## config.mk

```make
export PLATFORM = sky130hd
export DESIGN_NAME = traffic_ctrl
export DESIGN_NICKNAME = d
export VERILOG_FILES = /design/src/rtl/traffic_pkg.sv /design/src/rtl/rise_tick.sv /design/src/rtl/traffic_ctrl.sv
export SDC_FILE = /design/constraint.sdc
export NUM_CORES = 1
export LEC_CHECK = 0
export BUFFER_PORTS_ARGS = -buffer_cell sky130_fd_sc_hd__buf_4
export CAP_MARGIN = 10
export CORE_MARGIN = 1
export CORE_UTILIZATION = 45
export CTS_CLUSTER_DIAMETER = 200
export CTS_CLUSTER_SIZE = 8
export DETAILED_ROUTE_END_ITERATION = 16
export PLACE_DENSITY = 0.69
export SLEW_MARGIN = 40
export SYNTH_ARGS = -nofsm -noshare
export SYNTH_HDL_FRONTEND = slang
export SYNTH_SLANG_ARGS = --single-unit
```

## constraint.sdc

```tcl
create_clock -name clk -period 7.5 [get_ports clk]
set_clock_uncertainty 0.2 [all_clocks]
set_input_delay 1.875 -clock clk [delete_from_list [all_inputs] [get_ports clk]]
set_output_delay 1.875 -clock clk [all_outputs]
set_load 0.05 [all_outputs]
```

## src/rtl/traffic_pkg.sv

```systemverilog
// Shared types, light encodings and state decode for the traffic-light controller.
package traffic_pkg;

   typedef enum logic [2:0] {
      ALLRED_B = 3'd0,
      MAIN_G   = 3'd1,
      MAIN_Y   = 3'd2,
      ALLRED_A = 3'd3,
      SIDE_G   = 3'd4,
      SIDE_Y   = 3'd5,
      WALK     = 3'd6
   } state_t;

   // Lamp encodings, {R,Y,G}, one-hot
   localparam logic [2:0] RED = 3'b100;
   localparam logic [2:0] YEL = 3'b010;
   localparam logic [2:0] GRN = 3'b001;

   // Main-street lamps shown in a given state
   function automatic logic [2:0] main_dec(input state_t s);
      case (s)
         MAIN_G:  main_dec = GRN;
         MAIN_Y:  main_dec = YEL;
         default: main_dec = RED;
      endcase
   endfunction

   // Side-street lamps shown in a given state
   function automatic logic [2:0] side_dec(input state_t s);
      case (s)
         SIDE_G:  side_dec = GRN;
         SIDE_Y:  side_dec = YEL;
         default: side_dec = RED;
      endcase
   endfunction

   // Phase order; the pedestrian phase is inserted only after the second all-red
   function automatic state_t next_state(input state_t s, input logic ped);
      case (s)
         MAIN_G:   next_state = MAIN_Y;
         MAIN_Y:   next_state = ALLRED_A;
         ALLRED_A: next_state = SIDE_G;
         SIDE_G:   next_state = SIDE_Y;
         SIDE_Y:   next_state = ALLRED_B;
         ALLRED_B: next_state = ped ? WALK : MAIN_G;
         WALK:     next_state = MAIN_G;
         default:  next_state = ALLRED_B;
      endcase
   endfunction

endpackage

```

## src/rtl/rise_tick.sv

```systemverilog
// Rising-edge detector: turns a slow level (already in the clk domain) into a
// one-cycle tick per rising edge. Falling edges produce nothing.
module rise_tick (
   input  logic clk,
   input  logic rst,
   input  logic in,
   output logic tick
);

   logic in_q;

   // Delayed copy of the level; cleared by reset so a level held high through
   // reset release yields exactly one tick right after release
   always_ff @(posedge clk or posedge rst) begin
      if (rst) in_q <= 1'b0;
      else     in_q <= in;
   end

   assign tick = in & ~in_q;

endmodule

```

## src/rtl/traffic_ctrl.sv

```systemverilog
// Moore traffic-light controller for a two-way intersection with a pedestrian
// phase. Sequences the lamps in units of divided-clock ticks.
module traffic_ctrl
   import traffic_pkg::*;
#(
   parameter int T_MAIN_GREEN = 5,
   parameter int T_SIDE_GREEN = 3,
   parameter int T_YELLOW     = 2,
   parameter int T_ALLRED     = 1,
   parameter int T_WALK       = 4
) (
   input  logic       clk,
   input  logic       rst,
   input  logic       clkdiv,
   input  logic       ped_req,
   output logic [2:0] main_light,
   output logic [2:0] side_light,
   output logic       walk
);

   localparam int MAX_A   = (T_MAIN_GREEN > T_SIDE_GREEN) ? T_MAIN_GREEN : T_SIDE_GREEN;
   localparam int MAX_B   = (T_YELLOW > T_ALLRED) ? T_YELLOW : T_ALLRED;
   localparam int MAX_AB  = (MAX_A > MAX_B) ? MAX_A : MAX_B;
   localparam int MAX_DUR = (MAX_AB > T_WALK) ? MAX_AB : T_WALK;
   localparam int TW      = $clog2(MAX_DUR + 1);

   state_t          state;
   state_t          nxt;
   logic [TW-1:0]   timer;
   logic            ped_pending;
   logic            tick;
   logic            last;
   logic            enter_walk;

   rise_tick u_tick (
      .clk  (clk),
      .rst  (rst),
      .in   (clkdiv),
      .tick (tick)
   );

   // Duration of each phase in ticks
   function automatic int dur(input state_t s);
      case (s)
         MAIN_G:           dur = T_MAIN_GREEN;
         SIDE_G:           dur = T_SIDE_GREEN;
         MAIN_Y, SIDE_Y:   dur = T_YELLOW;
         WALK:             dur = T_WALK;
         default:          dur = T_ALLRED;
      endcase
   endfunction

   // Phase-end detection and the state the next phase-ending tick moves to
   always_comb begin
      last       = (timer == TW'(dur(state) - 1));
      nxt        = next_state(state, ped_pending);
      enter_walk = tick & last & (nxt == WALK);
   end

   // FSM, tick timer, pedestrian latch and registered lamp decode
   always_ff @(posedge clk or posedge rst) begin
      if (rst) begin
         state       <= ALLRED_B;
         timer       <= '0;
         ped_pending <= 1'b0;
         main_light  <= RED;
         side_light  <= RED;
         walk        <= 1'b0;
      end else begin
         // A request in the same cycle as WALK entry survives the clear
         ped_pending <= ped_req | (ped_pending & ~enter_walk);
         if (tick) begin
            if (last) begin
               state      <= nxt;
               timer      <= '0;
               main_light <= main_dec(nxt);
               side_light <= side_dec(nxt);
               walk       <= (nxt == WALK);
            end else begin
               timer <= timer + TW'(1);
            end
         end
      end
   end

endmodule

```

==> impl_metrics.toml <==
[outcome]
outcome = "finished, final reports clean"

[critical_path]
crit_fanout = 2
path_class = "reg2out"
worst_ep_arrival_time_ns = 1.01
setup.worst_path.end_class = "output pin"
critPathMaxStageDelay_ns = 0.54
combined_buffer_and_inverter_count_along_the_critical_path = 1
timing.critical_path.cells = "buf_4"
start_kind = "flop"
timing.critical_path.max_delay_family = "flip-flops"
crit_path_top_delay_cell = "dfstp_2"
crit_required_ns = 5.43

[synth]
netlist.area_leader.share_pct = 38.6
ys.warnings.count = 0
syn-instance-count = 78
synth.top_cells.by_area = "dfrtp_1, mux2_4, dfstp_2"
syn_area_per_cell_um2 = 10.8
yosys_most_used_dff = "dfrtp_1"
syn_nets = 84
synth-edff-count = 0
asyncSetResetFlopFracSynth_pct = 100
synth_seq_area_share_pct = 44.9
synth_seq_cells = 15
synthDistinctLibCells = 30
syn-cell-area_um2 = 842
synth_area_leader_cell = "dfrtp_1"

[finish]
antennaDiodeCount = 0
most_frequent_standard_cell_in_the_layout_excluding_fill_and_tap_cells = "dfrtp_1"
final_layout_size_suffix_gt1_share_pct = 31.8
finish.net_count = 95
layoutNonFillerInstCount = 113
mostFrequentLayoutCells = "dfrtp_1, buf_4, mux2_4, nand2_1, nor2_1"
area_growth_pct = 13.1
final_area_um2 = 952
area_of_the_multi_input_gates_um2 = 438
sequential_cell_area_um2 = 378
layout.core_utilization_pct = 54.6
num-fill-cells = 159

[grt]
grt_pass1_wl_mm = 2.50
largest_net_degree_at_the_start_of_global_routing = 17
antenna_found_initial = 0
grt.total_usage_pct = 17.5
grt-ovfl-total = 0
grt_pass1_vias = 550

[drt]
firstDrtPassIters = 4
drt-initial-drc-count = 22
routed_wl_mm = 1.48
post-route-drc-count = 0
routed_len_inst_um = 13.1
antenna_violating_nets_post_route = 0
drt-vias-per-instance = 5.51
via_count = 623

[floorplanning]
die_area_um2 = 2050
floorplan.core_area_um2 = 1750
row_count = 15
die_x_um = 45.3
floorplan.initialDensity_pct = 48.2
io-pin-count = 11
fp.dieH_um = 45.3

[timing]
timing.slew.headroom_pct = 62.6
period_share_pct = 41.1
fin_tns_setup_ns = 0
achievable-frequency_mhz = 324
min_period_ns = 3.09
tightest_pin_transition_ns = 0.560
count_of_final_hold_check_violations = 0
grt_setup_unrepaired = "no"
slew_limit_fails = 0
timing.hold.ws_ns = 0.324
finalWorstSetupSlack_ns = 4.41
setup-violations-final = 0

[clock_tree]
postCtsSetupBuffers = 0
cts_buffers = 3
clk_pin_slew_ns = 0.09
clock_tree.htree_level_count = 1
holdBufCountCts = 0
tritoncts = "yes"
root_buffer = "clkbuf_4"
cts_resized = 0
cts.sinks = 15
buffers_from_clock_root_to_sink_at_most = 2
clk-insertion-delay-late_ns = 0.28

[pwr]
clockPowerShare_pct = 10.5
cellPowerDensity_nw_per_um2 = 468
p_int_mw = 0.243
power_frac_comb_pct = 53.8
ir_drop_v = 0.000264
p_total_mw = 0.446
power_frac_seq_pct = 35.7
total_switching_power_mw = 0.203
leakagePower_nw = 0.425
swShare_pct = 45.4

[place]
dpl_cell_area_um2 = 926
dp.cells = 109
finalWeightedCongestion = 0.692
dpl.hpwl_mm = 1.03
placement.io_buffers = 10
dp_slack_ns = 4.30

[hold_path]
hold_class = "reg2reg"

[job]
maxCapViolations = 0
[synth_stat cells (2+ instances only)]
master and instances:
a21oi_1 5, and3b_1 2, clkbuf_1 3, dfrtp_1 13, dfstp_2 2, ha_1 2, mux2_2 3, mux2_4 7
nand2_1 6, nand2b_1 3, nand3_1 2, nor2_1 6, nor3_1 3, o21ai_0 5
[worst register-to-register path: cells and delay by family, from the launching register on]
kind,cells,cell delay (ns)
fa+ha+maj,1,0.20
flops,1,0.63
xor+xnor,1,0.17
compound gates,1,0.20
simple gates,3,0.70
mux,2,0.67
[sequential cells by signal (all words and copies together) (netlist names)]
| name | flops |
|---|---|
| timer | 3 |
| ped_pending | 1 |
| main_light | 3 |
| side_light | 3 |
| walk | 1 |
| state | 3 |
| u_tick.in_q | 1 |
[layout make-up]
cell class | instances | share of cell area, %
clock buffers | 4 | 2.76
inverters | 1 | 0.394
multi-input cells | 58 | 46.0
flip-flops and latches | 15 | 39.7
well taps | 25 | 3.29
repair buffers | 10 | 7.88
[layer usage]
metal,up-vias,track usage [%],routed length (um)
li1,302,-,-
met1,303,24.0,699
met2,16,25.8,710
met3,2,3.60,48
met4,0,9.09,18
met5,-,0,0
[power groups by stage]
stage / registers, mW / logic (mW) / clock network, mW
floorplan: 0.188 / 0.166 / 0
global placement: 0.159 / 0.238 / 0
detailed placement: 0.160 / 0.241 / 0
CTS: 0.158 / 0.242 / 0.0476
global route: 0.167 / 0.259 / 0.0515
finish: 0.159 / 0.240 / 0.0470
[logic make-up (layout without fill, tap and decap cells)]
group	after synthesis	in the layout	share of synthesized area, %
XOR/XNOR	2	2	2.08
buffers and inverters	5	15	3.12
flip-flops	15	15	44.9
AO/OA/AOI/OAI	15	15	11.4
multiplexers	10	10	16.5
adder cells (fa/ha/maj)	2	2	2.97
AND/OR/NAND/NOR	29	29	19.0
[worst paths after layout]
check | from | end | slack, ns | cells after the start
worst min-delay path | side_light[0] | side_light[0] | 0.32 | 1
min in group asynchronous | rst | main_light[0] | 1.44 | 2
worst max register to register | state[1] | main_light[0] | 4.64 | 8
worst max-delay path | main_light[2] | main_light[2] | 4.41 | 1
worst min register to register | side_light[0] | side_light[0] | 0.32 | 1
max in group asynchronous | rst | main_light[2] | 5.28 | 2
(Power assumes the default switching activity.)
